[config.mk]
export PLATFORM = sky130hd
export DESIGN_NAME = fp_sqrt_ctrl
export DESIGN_NICKNAME = d
export VERILOG_FILES = /design/src/rtl/fp_sqrt_ctrl.sv
export SDC_FILE = /design/constraint.sdc
export NUM_CORES = 1
export LEC_CHECK = 0
export ABC_AREA = 0
export CAP_MARGIN = 20
export CORE_UTILIZATION = 40
export DETAILED_ROUTE_END_ITERATION = 12
export HOLD_SLACK_MARGIN = 0.06
export PLACE_DENSITY_LB_ADDON = 0.05
export SLEW_MARGIN = 20
export SYNTH_ARGS = -nofsm -noshare
export SYNTH_HDL_FRONTEND = slang
export SYNTH_SLANG_ARGS = --single-unit
[constraint.sdc]
create_clock -name in_Clk -period 2.4 [get_ports in_Clk]
set_clock_uncertainty 0.15 [all_clocks]
set_input_delay 0.48 -clock in_Clk [delete_from_list [all_inputs] [get_ports in_Clk]]
set_output_delay 0.48 -clock in_Clk [all_outputs]
set_load 0.005 [all_outputs]
[src/rtl/fp_sqrt_ctrl.sv]
// rtl/fp_sqrt_ctrl.sv - single-precision square-root request controller
// Classifies operands, bypasses special cases, sequences the external datapath.
module fp_sqrt_ctrl #(
  parameter int DATA_WIDTH = 32,
  parameter int TAG_WIDTH  = 5,
  parameter int TIMEOUT    = 255
) (
  input  logic                  in_Clk,
  input  logic                  in_Rst_N,
  input  logic                  in_req_valid,
  output logic                  out_req_ready,
  input  logic [DATA_WIDTH-1:0] in_req_data,
  input  logic [TAG_WIDTH-1:0]  in_req_tag,
  input  logic                  in_flush,
  output logic                  out_sqrt_start,
  output logic [DATA_WIDTH-1:0] out_sqrt_data,
  input  logic [DATA_WIDTH-1:0] in_sqrt_data,
  input  logic                  in_sqrt_stall,
  output logic                  out_resp_valid,
  input  logic                  in_resp_ready,
  output logic [DATA_WIDTH-1:0] out_resp_data,
  output logic [TAG_WIDTH-1:0]  out_resp_tag,
  output logic [4:0]            out_resp_flags,
  output logic                  out_busy
);

  localparam int EXP_W = 8;
  localparam int MAN_W = DATA_WIDTH - EXP_W - 1;
  localparam int CNT_W = $clog2(TIMEOUT + 1);
  localparam logic [CNT_W:0] TIMEOUT_C = (CNT_W + 1)'(TIMEOUT);
  localparam logic [DATA_WIDTH-1:0] QNAN = {1'b0, {EXP_W{1'b1}}, 1'b1, {(MAN_W - 1){1'b0}}};
  localparam logic [4:0] FLAG_NV = 5'b10000;

  typedef enum logic [2:0] {
    S_IDLE,
    S_START,
    S_WAIT,
    S_RESP,
    S_DRAIN
  } state_t;

  state_t                state_q, state_d;
  logic [CNT_W-1:0]      cnt_q, cnt_d;
  logic [DATA_WIDTH-1:0] op_q, op_d;
  logic [DATA_WIDTH-1:0] resp_data_q, resp_data_d;
  logic [TAG_WIDTH-1:0]  resp_tag_q, resp_tag_d;
  logic [4:0]            resp_flags_q, resp_flags_d;

  logic                  op_sign;
  logic [EXP_W-1:0]      op_exp;
  logic [MAN_W-1:0]      op_man;
  logic                  byp;
  logic [DATA_WIDTH-1:0] byp_data;
  logic [4:0]            byp_flags;
  logic [CNT_W:0]        cnt_inc;
  logic                  cnt_expired;

  assign op_sign     = in_req_data[DATA_WIDTH-1];
  assign op_exp      = in_req_data[DATA_WIDTH-2 -: EXP_W];
  assign op_man      = in_req_data[MAN_W-1:0];
  assign cnt_inc     = {1'b0, cnt_q} + {{CNT_W{1'b0}}, 1'b1};
  assign cnt_expired = (cnt_inc >= TIMEOUT_C);

  // Only positive normals need the datapath; everything else answers directly.
  always_comb begin
    byp       = 1'b1;
    byp_data  = QNAN;
    byp_flags = FLAG_NV;
    if (op_exp == '0) begin
      byp_data  = {op_sign, {(DATA_WIDTH - 1){1'b0}}};
      byp_flags = '0;
    end else if (op_exp == '1) begin
      if (op_man == '0) begin
        if (!op_sign) begin
          byp_data  = in_req_data;
          byp_flags = '0;
        end
      end else if (op_man[MAN_W-1]) begin
        byp_flags = '0;
      end
    end else if (!op_sign) begin
      byp = 1'b0;
    end
  end

  always_comb begin
    state_d        = state_q;
    cnt_d          = cnt_q;
    op_d           = op_q;
    resp_data_d    = resp_data_q;
    resp_tag_d     = resp_tag_q;
    resp_flags_d   = resp_flags_q;
    out_req_ready  = (state_q == S_IDLE) && !in_flush;
    // A flushed START never reaches the datapath, so no orphaned operation exists.
    out_sqrt_start = (state_q == S_START) && !in_flush;
    case (state_q)
      S_IDLE: begin
        if (in_req_valid && out_req_ready) begin
          op_d       = in_req_data;
          resp_tag_d = in_req_tag;
          if (byp) begin
            resp_data_d  = byp_data;
            resp_flags_d = byp_flags;
            state_d      = S_RESP;
          end else begin
            state_d = S_START;
          end
        end
      end
      S_START: begin
        if (in_flush) begin
          state_d = S_IDLE;
        end else begin
          state_d = S_WAIT;
          cnt_d   = '0;
        end
      end
      S_WAIT: begin
        if (in_flush) begin
          state_d = S_DRAIN;
          cnt_d   = '0;
        end else if ((cnt_q != '0) && !in_sqrt_stall) begin
          resp_data_d  = in_sqrt_data;
          resp_flags_d = '0;
          state_d      = S_RESP;
        end else if (cnt_expired) begin
          resp_data_d  = QNAN;
          resp_flags_d = FLAG_NV;
          state_d      = S_RESP;
        end else begin
          cnt_d = cnt_inc[CNT_W-1:0];
        end
      end
      S_RESP: begin
        if (in_flush || in_resp_ready) begin
          state_d = S_IDLE;
        end
      end
      S_DRAIN: begin
        if (!in_sqrt_stall || cnt_expired) begin
          state_d = S_IDLE;
        end else begin
          cnt_d = cnt_inc[CNT_W-1:0];
        end
      end
      default: state_d = S_IDLE;
    endcase
  end

  always_ff @(posedge in_Clk or negedge in_Rst_N) begin
    if (!in_Rst_N) begin
      state_q      <= S_IDLE;
      cnt_q        <= '0;
      op_q         <= '0;
      resp_data_q  <= '0;
      resp_tag_q   <= '0;
      resp_flags_q <= '0;
    end else begin
      state_q      <= state_d;
      cnt_q        <= cnt_d;
      op_q         <= op_d;
      resp_data_q  <= resp_data_d;
      resp_tag_q   <= resp_tag_d;
      resp_flags_q <= resp_flags_d;
    end
  end

  assign out_sqrt_data  = op_q;
  assign out_resp_valid = (state_q == S_RESP);
  assign out_resp_data  = resp_data_q;
  assign out_resp_tag   = resp_tag_q;
  assign out_resp_flags = resp_flags_q;
  assign out_busy       = (state_q != S_IDLE);

endmodule

# Word level (Yosys, flattened, before mapping)
# Cells that the tools add are included.
[classes]
add_sub_neg = 1
magnitude_cmp = 1
eq_ne = 16
mux = 39
n_reduce_logical = 19
[op_table]
columns = ["operator", "n"]
rows = [
  ["2-to-1 mux 32 bit", 6],
  ["2-to-1 mux 31 bit", 3],
  ["case mux 32 bit (2 select lines)", 1],
  ["2-to-1 mux 5 bit", 10],
  ["2-to-1 mux 8 bit", 5],
  ["case mux 8 bit (3 select lines)", 1],
  ["zero test 23 bit", 1],
  ["2-to-1 mux 3 bit", 6],
  ["case mux 3 bit (5 select lines)", 1],
  ["inequality test 2 bit, second input constant", 5],
  ["case mux 5 bit (2 select lines)", 1],
  ["AND reduction 5 bit", 2],
  ["adder 8 x 1 -> 9 bit, second input constant", 1],
  ["greater-or-equal comparator 9 x 8 -> 1 bit, second input constant", 1],
  ["inequality test 3 bit, second input constant", 3],
  ["equality test 8 bit, second input constant", 1],
  ["zero test 8 bit", 1],
  ["nonzero test 8 bit", 1],
  ["equality test 3 x 2 -> 1 bit, second input constant", 2],
  ["nonzero test 3 bit", 2],
  ["logical AND 1 bit", 4],
  ["2-to-1 mux 2 bit", 2],
  ["inequality test 2 x 1 -> 1 bit, second input constant", 2],
  ["inequality test 4 bit, second input constant", 1],
  ["other kinds (9)", 13],
]
[word_totals]
ff_bits = 85
inputBits = 75
out_inout_bits = 78
wordCells = 82

# Depth between registers and ports, before layout
# Gate-level depths: netlist (run 1).
[depth]
word_depth = 7
depth_mapped = 8
mapped_depth_nobuf = 7

# Least setup slack after synthesis (run 1)
# No wires, ideal clock.
[synth_timing]
path_type = "register to register"
start = "reg cnt_q[0]"
end = "reg resp_data_q[29] (netlist: out_resp_data[29])"
setup_ps = 125
t_arrival_ps = 2287
t_required_ps = 2125
setup_slack_ps = -162
path_stages_with_launch = 8
n_path_buf = 1
period_less_slack_ps = 2562
path_cell_list = "dfrtp_1 > ha_1 > nand2_1 > or3_1 > a211o_1 > a211oi_4 > buf_8 > mux2_4"
[synth_between]
elab_chain_len = 5
word_cells_on_any_way = 9
classes_between = "add/sub (1); order compare (1); eq/ne (1); mux (3); reduce/logical (3)"
[synth_lines]
columns = ["element", "line", "source"]
rows = [
  ["start: declaration", "43", "logic [CNT_W-1:0] cnt_q, cnt_d;"],
  ["start signal: assignment", "160", "cnt_q <= cnt_d;"],
  ["branches (longest 5 deep; another with adder 8 x 1 -> 9 bit)", "n/a", ""],
  ["end signal: assignment", "162", "resp_data_q <= resp_data_d;"],
  ["end: declaration", "45", "logic [DATA_WIDTH-1:0] resp_data_q, resp_data_d;"],
]
# Parallel ways; which one is timed is not known. The select of a mux whose other input is x is not followed.
# A chain may end at the register's enable or synchronous reset.

# Final worst setup path (run 1)
[layout_timing]
start = "reg cnt_q[1]"
end = "reg cnt_q[1]"
[layout_between]
elab_chain_len = 5
word_cells_on_any_way = 14
classes_between = "add/sub (1); order compare (1); eq/ne (3); mux (5); reduce/logical (4)"
[layout_lines]
columns = ["element", "line", "source"]
rows = [
  ["adder 8 x 1 -> 9 bit", "61", "assign cnt_inc = {1'b0, cnt_q} + {{CNT_W{1'b0}}, 1'b1};"],
  ["greater-or-equal comparator 9 x 8 -> 1 bit or 2-to-1 mux 8 bit (tied branches)", "62, 126", ""],
  ["logical OR 1 bit or 2-to-1 mux 8 bit (tied branches)", "140, 122", ""],
  ["inequality test 2 bit (no source line) or 2-to-1 mux 8 bit (tied branches)", "n/a", ""],
  ["AND reduction 5 bit (no source line) or case mux 8 bit (3 select lines) (tied branches)", "n/a", ""],
]
# Several ways; a longest one is shown, not always the timed one. The select of a mux whose other input is x is not followed.

==> results_dict.tcl, run 1 <==
set metrics [dict create \
    core_region_area_mm2 0.00942 \
    row_count 35 \
    fill_cells 768 \
    violations "setup timing" \
    hold_slack_ns 0.360 \
    die_h_um 101 \
    synth-seq-area-share_pct 51.4 \
    cts_buffers 9 \
    synth_edf_count 0 \
    yosys-top-cells-area "dfrtp_1 (51%), mux2_2 (13%), mux2i_1 (6.6%)" \
    initialDrtViolationCount 104 \
    clockBufferDepth 2 \
    synth_ff_type "dfrtp_1" \
    synth.cell_area_mm2 0.00395 \
    p_leak_nw 2.53 \
    fin_cells 676 \
    critical_path_arrival_ns 2.61 \
    yosys_warnings 0 \
    regToRegSetupSlack_ns -0.12 \
    endpoint "cnt_q[1]" \
    met3WireLength_um 811 \
    postRouteAntennaNets 0 \
    grt_setup_unrepaired "yes" \
    m1WireLength_mm 4.47 \
    synth_largest_area_cell "dfrtp_1" \
    synth_top_area_share_pct 51.4 \
    met2_length_mm 4.68 \
    hold_viol 0 \
    cts_root_buffer "clkbuf_8" \
    dp.cells 658 \
    hold_class "reg2reg" \
    die_area_mm2 0.0103 \
    place_hpwl_mm 7.60 \
    synthCells 353 \
    reg2reg_from "cnt_q[1]" \
    worst-r2r-cell-count 8 \
    die-width_um 101 \
    peakVddDrop_mv 0.526 \
    vias_per_cell 4.86 \
    antenna_found_initial 0 \
    vias 3282 \
    fin_ws_ns -0.115 \
    crit_fanout 4 \
    dr.pass1.iters 4 \
    clock-sinks 81 \
    grtUsageTotal_pct 21.0 \
    slew_viol_final 0 \
    clkLatencyLatePin_ns 0.35 \
    io_buffers 148 \
    synthTopCellsByCount "dfrtp_1 (81), mux2_2 (44), nand2_1 (37), inv_1 (32), mux2i_1 (26)" \
    ys_types 47 \
    startpoint_type "flip-flop" \
    fmax_mhz 398 \
    period_minus_slack_ns 2.52 \
    cts_tree "yes" \
    cp.required_ns 2.49 \
    drc 0 \
    start_util_pct 41.9 \
    r2r-end "cnt_q[1]" \
    grt_start_max_net_pins 43 \
    layout.nets 620 \
    wl_per_cell_um 15.0 \
    drv_cap 0 \
    status "finished, violations left" \
    grt_pass1_wl_mm 16.5 \
    grt.overflow.total 0 \
    highest_layer "met4" \
    synth-seq-cells 81 \
    htreeDepth 3 \
    finalCritPeriodShare_pct 105 \
    drive_gt1_share_pct 22.1 \
    syn_area_per_cell_um2 11.2 \
    seqCellArea_mm2 0.00203 \
    max_slew.worst_pin.slew_ns 0.767 \
    area_delta_synth_final_pct 54.6 \
    slew_headroom_pct 48.7 \
    end_kind "flip-flop" \
    drt_wl_total_mm 10.2 \
    startpoint "cnt_q[1]" \
    yosysMostFrequentCell "dfrtp_1" \
    num_io_pins 153 \
    power_density_mw_per_mm2 893 \
    path_clk_slew_ns 0.09 \
    synth-async-reset-ratio_pct 100 \
    critPathKind "reg2reg" \
    grt_pass1_vias 3498 \
    gp_congestion 0.800 \
    fin_util_pct 64.8 \
    multi_input_area_mm2 0.00173 \
    setup_viol_count_final 36 \
    antenna_cells 0 \
    total_power_mw 5.45 \
]
## area by class of cell
type | count | area share, %
well taps | 129 | 2.65
repair buffers | 193 | 30.7
flip-flops and latches | 81 | 33.3
multi-input cells | 225 | 28.3
clock inverters | 6 | 0.800
inverters | 32 | 1.97
clock buffers | 10 | 2.26
## report_power, final
part | switching, mW | total (mW) | internal, mW
Clock | 0.550 | 0.967 | 0.417
Combinational | 0.876 | 2.44 | 1.56
Sequential | 0.241 | 2.04 | 1.80
## cell usage in the layout (no fill, tap or decap), types with 2 or more instances in the layout
cell type	count
nor2b_1	3
dfrtp_1	79
a21oi_1	7
nor3b_1	2
inv_1	32
inv_6	2
buf_4	40
clkdlybuf4s50_1	144
mux2_2	44
nor4_1	7
o21ai_0	16
clkbuf_8	10
nand2b_1	2
a21o_1	4
o32a_1	2
or3_1	2
nand2_2	2
nand4_1	4
nand2_1	35
nor3_1	5
conb_1	4
nor2_1	16
mux2_4	3
o2bb2ai_1	3
dlygate4sd2_1	2
buf_12	4
ha_1	2
nand3_1	4
xor2_1	2
mux2i_1	26
dfrtp_2	2
o21bai_1	4
clkinvlp_4	2
or4_1	3
a211oi_1	3
## per-stage QoR
stage               TNS, ns  instance area, um2  worst slack [ns]
floorplan            -0.184                3980           -0.0612
CTS                   -2.69                6090            -0.108
global placement     -14.26                5870            -0.379
global route          -5.69                6100            -0.221
finish                -2.31                6100            -0.115
detailed placement   -15.96                5870            -0.435
## timing repair
action / 4_1_cts / 5_1_grt
hold endpoints to repair: 41 / 0
hold buffers: 1 / 0
gates resized for setup: 7 / 3
setup endpoints to repair: 40 / 42
pin swaps: 0 / 0
buffers inserted: 1 / 0
## cell families (layout without fill, tap and decap cells)
logic type               Yosys count  in the layout  synth area share, %
AO/OA/AOI/OAI                     51             51                 9.26
adder cells (fa/ha/maj)            3              3                0.952
XOR/XNOR                           3              3                0.666
other                              1              4               0.0951
AND/OR/NAND/NOR                   91             91                 11.3
buffers and inverters             50            241                 6.09
flip-flops                        81             81                 51.4
multiplexers                      73             73                 20.3
## how the worst min path moves through the flow
stage / slack (ns) / to / from / cells after the start
after global routing: 0.37 / out_sqrt_data[13] / out_sqrt_data[13] / 1
after global placement: 0.34 / out_sqrt_data[21] / out_sqrt_data[21] / 1
final: 0.36 / out_sqrt_data[18] / out_sqrt_data[18] / 1
after CTS: 0.36 / out_sqrt_data[28] / out_sqrt_data[28] / 1
after detailed placement: 0.34 / out_sqrt_data[25] / out_sqrt_data[25] / 1
after floorplan: 0.03 / cnt_q[0] / in_Rst_N / 0
## metal layers
metal | vias up | GRT usage, %
met5 | - | 0
met4 | 0 | 7.69
met3 | 17 | 8.35
met2 | 109 | 33.5
met1 | 1558 | 25.6
li1 | 1598 | -
## flip-flops by register name, indices dropped and copies added (netlist names)
register,flops
out_resp_flags,1
out_sqrt_data,32
state_q,3
cnt_q,8
out_resp_data,32
out_resp_tag,5
## critical path, stage by stage (launching register included)
cell	delay, ns
dfrtp_1	0.40
buf_6	0.13
ha_4	0.15
nand2_2	0.05
or3_4	0.36
buf_4	0.15
a211oi_1	0.44
a21oi_1	0.25
mux2_2	0.33
Note: power is estimated with default switching activity, not from simulation.
==> run 2, diff against run 1 <==
CTS_CLUSTER_DIAMETER = 50   (was unset)
==> results of run 2 <==
Final layout, timing and power as in run 1 (identical DEF).
==> run 3, diff against run 2 <==
HOLD_SLACK_MARGIN = 0.05   (was 0.06)
PLACE_DENSITY = 0.86   (was unset)
PLACE_DENSITY_LB_ADDON = unset   (was 0.05)
==> results_dict.tcl, run 3 (synthesized netlist as in run 1, its figures left out) <==
set metrics [dict create \
    slew_headroom_pct 46.2 \
    place_area_mm2 0.00588 \
    cp.required_ns 2.47 \
    drive_gt1_share_pct 26.9 \
    grtUsageTotal_pct 21.2 \
    peakVddDrop_mv 0.530 \
    dr.pass1.iters 4 \
    max_slew.worst_pin.slew_ns 0.805 \
    num_io_pins 153 \
    core_region_area_mm2 0.00942 \
    clockBufferDepth 2 \
    crit_fanout 6 \
    clkLatencyLatePin_ns 0.34 \
    final_common_cell "clkdlybuf4s50_1" \
    final_cell_mix "clkdlybuf4s50_1 (146), dfrtp_1 (79), buf_4 (50)" \
    period_minus_slack_ns 2.52 \
    r2r-end "out_resp_data[28]" \
    drc 0 \
    fin_ws_ns -0.123 \
    hold_viol 0 \
    reg2reg_from "cnt_q[0]" \
    area_delta_synth_final_pct 61.8 \
    htreeDepth 3 \
    io_buffers 148 \
    hold_slack_ns 0.357 \
    violations "setup timing" \
    fin_area_mm2 0.00638 \
    antenna_found_initial 0 \
    cts_root_buffer "clkbuf_8" \
    setup_viol_count_final 32 \
    grt_pass1_vias 3535 \
    startpoint_type "flip-flop" \
    slew_viol_final 0 \
    seqCellArea_mm2 0.00203 \
    grt_pass1_wl_mm 17.0 \
    startpoint "cnt_q[0]" \
    antenna_cells 0 \
    cts_buffers 9 \
    postRouteAntennaNets 0 \
    grt_start_max_net_pins 47 \
    critPathKind "reg2reg" \
    die_h_um 101 \
    vias_per_cell 5.08 \
    place_hpwl_mm 8.04 \
    hold_class "reg2reg" \
    layout.nets 635 \
    multi_input_area_mm2 0.00183 \
    wl_per_cell_um 16.3 \
    grt_setup_unrepaired "yes" \
    finalCritPeriodShare_pct 105 \
    row_count 35 \
    gp_congestion 0.905 \
    drt_wl_total_mm 11.3 \
    fmax_mhz 396 \
    fill_cells 705 \
    worst-r2r-cell-count 10 \
    initialDrtViolationCount 145 \
    vias 3511 \
    die_area_mm2 0.0103 \
    grt.overflow.total 0 \
    path_clk_slew_ns 0.08 \
    status "finished, violations left" \
    power_density_mw_per_mm2 909 \
    endpoint "out_resp_data[28]" \
    critical_path_arrival_ns 2.59 \
    drv_cap 0 \
    regToRegSetupSlack_ns -0.12 \
    clock-sinks 81 \
    cts_tree "yes" \
    start_util_pct 41.9 \
    end_kind "flip-flop" \
    die-width_um 101 \
    p_leak_nw 2.63 \
]
run 3: cell type report:
cell class | instances | share of cell area [%]
repair buffers | 208 | 31.9
flip-flops and latches | 81 | 31.8
inverters | 32 | 1.88
clock buffers | 11 | 2.21
clock inverters | 5 | 0.980
well taps | 129 | 2.53
multi-input cells | 225 | 28.7
run 3: where the power goes:
part / switching [mW] / total (mW) / leakage [nW] / internal [mW]
registers: 0.253 / 2.06 / 0.999 / 1.80
logic: 0.996 / 2.72 / 1.54 / 1.72
clock network: 0.512 / 1.03 / 0.0966 / 0.518
run 3: worst min path at each step:
stage	start	end	slack, ns	cells after the start
floorplan	in_Rst_N	cnt_q[0]	0.03	0
global placement	out_sqrt_data[15]	out_sqrt_data[15]	0.34	1
detailed placement	out_sqrt_data[22]	out_sqrt_data[22]	0.34	1
CTS	out_sqrt_data[1]	out_sqrt_data[1]	0.36	1
global route	out_resp_tag[2]	out_resp_tag[2]	0.38	1
finish	out_sqrt_data[1]	out_sqrt_data[1]	0.36	1
run 3: layer usage:
layer / part of all wire [%] / track usage [%]
met1: 41 / 26.1
met2: 51 / 37.8
met3: 6.8 / 4.97
met4: 0.78 / 5.02
met5: 0 / 0
run 3: metrics by stage:
stage	utilization, %	setup TNS, ns	instances	total power [mW]	setup slack, ns
final	67.8	-2.22	691	5.81	-0.123
after global routing	67.8	-6.16	691	6.12	-0.223
after CTS	66.2	-0.711	684	5.70	-0.0614
after detailed placement	62.4	-15.53	659	4.52	-0.442
after global placement	62.4	-13.31	659	4.44	-0.382
after floorplan	-	-0.184	356	3.07	-0.0612
run 3: repair_timing:
item	CTS	global route
pin swaps	3	1
cloned	1	1
endpoints found under the setup margin	43	42
endpoints found under the hold margin	44	0
hold buffers	1	0
setup buffers	7	6
resized for setup	18	18
run 3: critical path, cell delays in order (launching register included):
cell and delay (ns):
dfrtp_1 0.38, buf_6 0.11, ha_4 0.15, buf_4 0.12
nand3_1 0.15, o21ai_1 0.32, nor2_1 0.15, a211oi_4 0.26
buf_6 0.16, buf_12 0.13, mux2_2 0.33
